[src/rtl/fetch_pkg.sv]
// Shared types for the prefetching fetch unit.
//   fetch_state_t : bus-side fetch state
//   fetch_entry_t : one queued instruction {pc, ir, fault}
package fetch_pkg;

  localparam int unsigned XLEN = 32;

  // Fetch addresses are word aligned; the low two bits are always forced to zero.
  localparam logic [XLEN-1:0] ADR_MASK = 32'hFFFF_FFFC;

  typedef enum logic [1:0] {
    IDLE,
    REQ,
    DISCARD
  } fetch_state_t;

  typedef struct packed {
    logic [XLEN-1:0] pc;
    logic [XLEN-1:0] ir;
    logic            fault;
  } fetch_entry_t;

endpackage

[src/rtl/fetch_queue.sv]
// Synchronous FIFO holding fetched instructions between the bus and execute.
// Ports:
//   clk, rst : clock, async active-high reset
//   push/din : write one entry (caller guarantees the queue is not full)
//   pop      : advance the head; ignored when empty
//   flush    : empty the queue; wins over push and pop
//   count    : number of valid entries
//   head     : entry at the read pointer (meaningful only when count != 0)
module fetch_queue
  import fetch_pkg::*;
#(
  parameter int unsigned DEPTH = 4,
  parameter type         T     = fetch_entry_t
) (
  input  logic                   clk,
  input  logic                   rst,
  input  logic                   push,
  input  logic                   pop,
  input  logic                   flush,
  input  T                       din,
  output logic [$clog2(DEPTH):0] count,
  output T                       head
);

  localparam int unsigned PTR_W = $clog2(DEPTH);
  localparam int unsigned CNT_W = PTR_W + 1;

  T                 mem [DEPTH];
  logic [PTR_W-1:0] wr_ptr;
  logic [PTR_W-1:0] rd_ptr;
  logic             do_pop;

  assign do_pop = pop && (count != '0);
  assign head   = mem[rd_ptr];

  // Pointer and occupancy bookkeeping; a flush drops everything by catching rd up to wr.
  always_ff @(posedge clk or posedge rst) begin
    if (rst) begin
      wr_ptr <= '0;
      rd_ptr <= '0;
      count  <= '0;
    end else if (flush) begin
      rd_ptr <= wr_ptr;
      count  <= '0;
    end else begin
      if (push)   wr_ptr <= wr_ptr + PTR_W'(1);
      if (do_pop) rd_ptr <= rd_ptr + PTR_W'(1);
      if (push && !do_pop)      count <= count + CNT_W'(1);
      else if (!push && do_pop) count <= count - CNT_W'(1);
    end
  end

  // Storage needs no reset: entries are only observed once counted.
  always_ff @(posedge clk) begin
    if (push && !flush) mem[wr_ptr] <= din;
  end

endmodule

[src/rtl/fetch_prefetch_unit.sv]
// Prefetching instruction fetch unit: issues single-outstanding Wishbone classic
// reads ahead of execute and buffers {PC, IR, fault} in a small queue.
// Ports:
//   clk, rst            : clock, async active-high reset
//   ibus_*              : Wishbone classic master (read only)
//   PC_O, IR_O, fault_o : queue head (valid while execute=1)
//   execute             : queue head valid
//   ins_busy            : execute stalled, head not consumed
//   jump, jump_target   : redirect fetch and flush the queue
module fetch_prefetch_unit
  import fetch_pkg::*;
#(
  parameter logic [31:0] PC_RESET_VECTOR = 32'h0000_0000,
  parameter int unsigned QUEUE_DEPTH     = 4
) (
  input  logic        clk,
  input  logic        rst,
  output logic        ibus_cyc,
  output logic        ibus_stb,
  output logic        ibus_we,
  output logic [31:0] ibus_adr,
  output logic [31:0] ibus_dat_o,
  input  logic [31:0] ibus_dat_i,
  input  logic        ibus_ack,
  input  logic        ibus_err,
  output logic [31:0] PC_O,
  output logic [31:0] IR_O,
  output logic        fault_o,
  output logic        execute,
  input  logic        ins_busy,
  input  logic        jump,
  input  logic [31:0] jump_target
);

  localparam int unsigned CNT_W = $clog2(QUEUE_DEPTH) + 1;

  fetch_state_t     state;
  logic [31:0]      fpc;
  logic [31:0]      target;
  logic             resp;
  logic             push;
  logic             pop;
  logic [CNT_W-1:0] q_count;
  fetch_entry_t     q_din;
  fetch_entry_t     q_head;

  assign ibus_we    = 1'b0;
  assign ibus_dat_o = '0;

  assign target = jump_target & ADR_MASK;
  // ack together with err is treated as an error response.
  assign resp   = ibus_ack | ibus_err;
  assign push   = (state == REQ) && resp && !jump;
  assign pop    = execute && !ins_busy && !jump;
  assign q_din  = '{pc: fpc, ir: (ibus_err ? 32'h0 : ibus_dat_i), fault: ibus_err};

  assign execute = (q_count != '0);
  assign PC_O    = q_head.pc;
  assign IR_O    = q_head.ir;
  assign fault_o = q_head.fault;

  // Fetch FSM with registered bus outputs; IDLE between transfers gives the cyc gap.
  always_ff @(posedge clk or posedge rst) begin
    if (rst) begin
      state    <= IDLE;
      fpc      <= PC_RESET_VECTOR;
      ibus_cyc <= 1'b0;
      ibus_stb <= 1'b0;
      ibus_adr <= PC_RESET_VECTOR;
    end else begin
      case (state)
        IDLE: begin
          if (jump) begin
            fpc <= target;
          end else if (q_count < CNT_W'(QUEUE_DEPTH)) begin
            state    <= REQ;
            ibus_cyc <= 1'b1;
            ibus_stb <= 1'b1;
            ibus_adr <= fpc;
          end
        end
        REQ: begin
          if (resp) begin
            state    <= IDLE;
            ibus_cyc <= 1'b0;
            ibus_stb <= 1'b0;
            fpc      <= jump ? target : fpc + 32'd4;
          end else if (jump) begin
            // Bus cycle cannot be abandoned; finish it and drop the data.
            state <= DISCARD;
            fpc   <= target;
          end
        end
        DISCARD: begin
          if (jump) fpc <= target;
          if (resp) begin
            state    <= IDLE;
            ibus_cyc <= 1'b0;
            ibus_stb <= 1'b0;
          end
        end
        default: begin
          state    <= IDLE;
          ibus_cyc <= 1'b0;
          ibus_stb <= 1'b0;
        end
      endcase
    end
  end

  fetch_queue #(
    .DEPTH (QUEUE_DEPTH),
    .T     (fetch_entry_t)
  ) u_queue (
    .clk   (clk),
    .rst   (rst),
    .push  (push),
    .pop   (pop),
    .flush (jump),
    .din   (q_din),
    .count (q_count),
    .head  (q_head)
  );

endmodule
[config.mk]
export PLATFORM = sky130hd
export DESIGN_NAME = fetch_prefetch_unit
export DESIGN_NICKNAME = d
export VERILOG_FILES = /design/src/rtl/fetch_pkg.sv /design/src/rtl/fetch_queue.sv /design/src/rtl/fetch_prefetch_unit.sv
export SDC_FILE = /design/constraint.sdc
export NUM_CORES = 1
export LEC_CHECK = 0
export CAP_MARGIN = 10
export CELL_PAD_IN_SITES_DETAIL_PLACEMENT = 0
export CELL_PAD_IN_SITES_GLOBAL_PLACEMENT = 1
export CORE_MARGIN = 2
export CORE_UTILIZATION = 45
export CTS_CLUSTER_DIAMETER = 150
export DETAILED_ROUTE_END_ITERATION = 8
export GPL_TIMING_DRIVEN = 0
export PLACE_DENSITY_LB_ADDON = 0.1
export SLEW_MARGIN = 0
export SYNTH_ARGS = -nofsm -noshare
export SYNTH_HDL_FRONTEND = slang
export SYNTH_SLANG_ARGS = --single-unit
[constraint.sdc]
create_clock -name clk -period 4.05 [get_ports clk]
set_clock_uncertainty 0.15 [all_clocks]
set_input_delay 0.81 -clock clk [delete_from_list [all_inputs] [get_ports clk]]
set_output_delay 0.81 -clock clk [all_outputs]
set_load 0.05 [all_outputs]
==> flow_metrics.py <==
metrics = {
    "outcome": {
        "status": "finished clean",
    },
    "final_layout": {
        "layout-drive-gt1-share_pct": 19.7,
        "syn2layout_area_growth_pct": 26.1,
        "num-fill-cells": 2345,
        "seq_area_um2": 9660,
        "multi_input_area_um2": 3660,
        "layout.cells.non_filler": 1449,
        "diodes": 0,
        "fin_nets": 1112,
    },
    "critical_path": {
        "start_kind": "flip-flop",
        "crit_family": "buffers and inverters",
        "cp_slowest_stage_delay_ps": 800,
        "worstSetupEndpointType": "output port",
        "crit_required_ps": 3090,
        "worstSetupPathDepth": 4,
        "cp_cell_sequence": "clkbuf_2, clkbuf_1, mux4_2, clkdlybuf4s50_1",
        "r2r_cells": 6,
        "crit_fanout": 10,
        "arrival_ps": 2950,
        "crit_slowest_cell": "clkdlybuf4s50_1",
        "cp.buffers_inverters": 3,
        "path_class": "flip-flop to output port",
    },
    "cts": {
        "numCtsBuffers": 36,
        "cts_root_buf": "clkbuf_16",
        "clock_latency_ps": 510,
        "cts-htree-levels": 2,
        "hold_buffers": 0,
        "clk_pin_slew_ps": 50,
        "cts_sinks": 334,
        "cts_tree": "built",
        "post_cts_buffers": 0,
        "cts_max_path_buffers": 3,
    },
    "floorplanning": {
        "core_um2": 29800,
        "num_io_pins": 203,
        "start_util_pct": 45.8,
        "die_w_um": 178,
        "die_area_um2": 31800,
        "die_h_um": 178,
        "rows": 63,
    },
    "logic_synthesis": {
        "syn_area_per_cell_um2": 17.3,
        "synth.distinct_cells": 56,
        "synth_top_area_share_pct": 57.2,
        "syn_inst": 790,
        "synth_top_cell_by_area": "edfxtp_1",
        "async_flop_share_pct": 22.2,
        "ys_seq_area_share_pct": 70.7,
        "synth_area_leaders": "edfxtp_1, dfrtp_1, mux4_2",
        "yosysWarnings": 0,
        "ys.flop_type": "edfxtp_1",
        "synth_edf_count": 260,
        "synth_area_um2": 13700,
        "ys_ff_latch": 334,
    },
    "sta": {
        "rsz0062_at_grt": "false",
        "fmax_mhz": 256,
        "worstMarginPinSlew_ps": 1040,
        "finalHoldViolCount": 0,
        "finalSetupViolations": 0,
        "post-route-period-util_pct": 96.6,
        "period_minus_slack_ps": 3910,
        "slew_headroom_pct": 30.5,
        "slew_violations": 0,
    },
    "detailed_routing": {
        "vias_per_cell": 5.42,
        "drc": 0,
        "first_pass_iters": 6,
        "routed_wl_um": 31000,
        "wl_per_cell_um": 21.4,
        "postRouteAntennaNets": 0,
        "drt_iter0_drc": 666,
        "vias": 7858,
    },
    "grt": {
        "grt_pass1_wl_um": 47000,
        "grtUsageMet2_pct": 31.7,
        "grt_max_degree": 62,
        "grt_pass1_vias": 7822,
        "top_usage_layer": "met2",
        "gr-usage-met1_pct": 28.9,
        "grt_overflow_total": 0,
        "grt_util_all_layers_pct": 19.8,
        "antenna_found_initial": 0,
        "met3_usage_pct": 3.26,
    },
    "pwr": {
        "leakagePower_nw": 6.07,
        "peakVddDrop_v": 0.000447,
        "powerDensity_nw_per_um2": 749,
        "p_total_mw": 12.9,
    },
    "run": {
        "maxCapViolCount": 0,
    },
    "hold_path": {
        "hold_class": "flip-flop to flip-flop",
        "holdPathStages": 1,
    },
    "placement": {
        "dp_cells": 1384,
        "portBuffers": 167,
        "gp_congestion": 0.827,
        "hpwl_um": 20100,
    },
}
==> area by class of cell <==
class                           count  area share [%]
Buffer                             72            2.51
Clock buffer                       54            5.98
Clock inverter                     11           0.632
Inverter                           16           0.363
Multi-Input combinational cell    400            21.2
Sequential cell                   334            56.1
Tap cell                          390            2.83
Timing Repair Buffer              172            10.4
==> flip-flops by register name, indices dropped and copies added, names as in the netlist <==
register        count
u_queue.mem       260
fpc                32
ibus_adr           32
u_queue.count       3
state               2
u_queue.rd_ptr      2
u_queue.wr_ptr      2
ibus_stb            1
==> synthesized netlist by cell type (all sizes together), types with 3 or more instances <==
library cell,instances
edfxtp,260
dfrtp,74
mux4,65
buf,43
nor2b,40
mux2,32
clkbuf,29
nand2,26
nor2,26
nand3,21
o21ai,19
a21oi,17
inv,15
a22oi,11
nand4,11
nor3,11
ha,9
nor4,8
and2,7
and3,7
o22ai,6
o32ai,4
or3,4
xnor2,4
a211oi,3
a222oi,3
and4,3
mux2i,3
o311ai,3
or4,3
==> stage by stage <==
stage	setup WS (ps)	util (%)	hold slack [ps]	instance area, µm²	TNS, ps
6_report	138	57.8	356	17200	0
5_1_grt	8.01	57.8	378	17200	0
4_1_cts	9.53	57.8	362	17200	0
3_5_place_dp	-281	54.0	346	16100	-38360
3_3_place_gp	-2270	53.5	341	15900	-619620
2_1_floorplan	518	-	324	13800	0
==> layout by cell type, fill, tap and decap left out, types with 4 or more instances in the layout <==
master / count
dlygate4sd2_1: 13
clkbuf_16: 37
clkdlybuf4s50_1: 154
a22oi_1: 11
mux4_2: 65
buf_16: 5
and3_1: 6
o32ai_1: 4
nand2_1: 26
xnor2_1: 4
nor3_1: 11
mux2_2: 32
conb_1: 33
dfrtp_1: 74
nor2b_1: 40
nand4_1: 11
and2_4: 4
clkbuf_8: 4
o21ai_0: 19
clkbuf_1: 36
nand3_1: 20
ha_1: 9
edfxtp_1: 260
inv_1: 14
nor2_1: 25
a21oi_1: 17
o22ai_1: 6
clkbuf_2: 7
nor4_1: 7
clkinv_2: 4
or3_1: 4
clkinv_1: 4
buf_4: 38
==> worst reg2reg max path: cells and delay by family (launching register included) <==
family,cells,cell delay [ps]
buffers and inverters,3,970
and+or+nand+nor,1,800
DFF,1,430
muxes,1,420
adders and majority gates,1,220
==> where the power goes <==
group	leakage (nW)	switching, mW	total [mW]	internal, mW
combinational	2.26	3.33	5.23	1.90
clock	0.558	1.25	3.14	1.89
sequential	3.25	0.290	4.53	4.24
==> metal layers <==
layer	vias up	part of all wire, %
li1	3552	-
met1	4032	45
met2	249	48
met3	25	5.3
met4	0	1.1
met5	-	0
==> logic make-up after synthesis <==
| group | synth area share, % |
|---|---|
| flops | 70.7 |
| simple gates | 6.93 |
| mux | 13.6 |
| buf+inv | 3.46 |
| compound gates | 3.99 |
| fa+ha+maj | 0.971 |
| xor+xnor | 0.321 |
| other cells | 0.0275 |
==> repair_timing <==
action,in CTS,in global routing
setup endpoints to repair,58,12
resized for setup,22,3
hold endpoints to repair,0,0
==> final timing paths <==
kind                                               startpoint                        to  slack (ps)
worst max-delay path            u_queue.rd_ptr[1]$_DFFE_PP0P_                  PC_O[30]         140
worst min-delay path                 ibus_adr[24]$_DFFE_PP0P_  ibus_adr[24]$_DFFE_PP0P_         360
worst max register to register           state[0]$_DFFE_PP0P_   ibus_adr[0]$_DFFE_PP0P_         940
worst min register to register       ibus_adr[24]$_DFFE_PP0P_  ibus_adr[24]$_DFFE_PP0P_         360
max in group asynchronous                                 rst       fpc[19]$_DFFE_PP0P_        2710
min in group asynchronous                                 rst   ibus_adr[6]$_DFFE_PP0P_         430
Power figures use the tool's default switching activity.
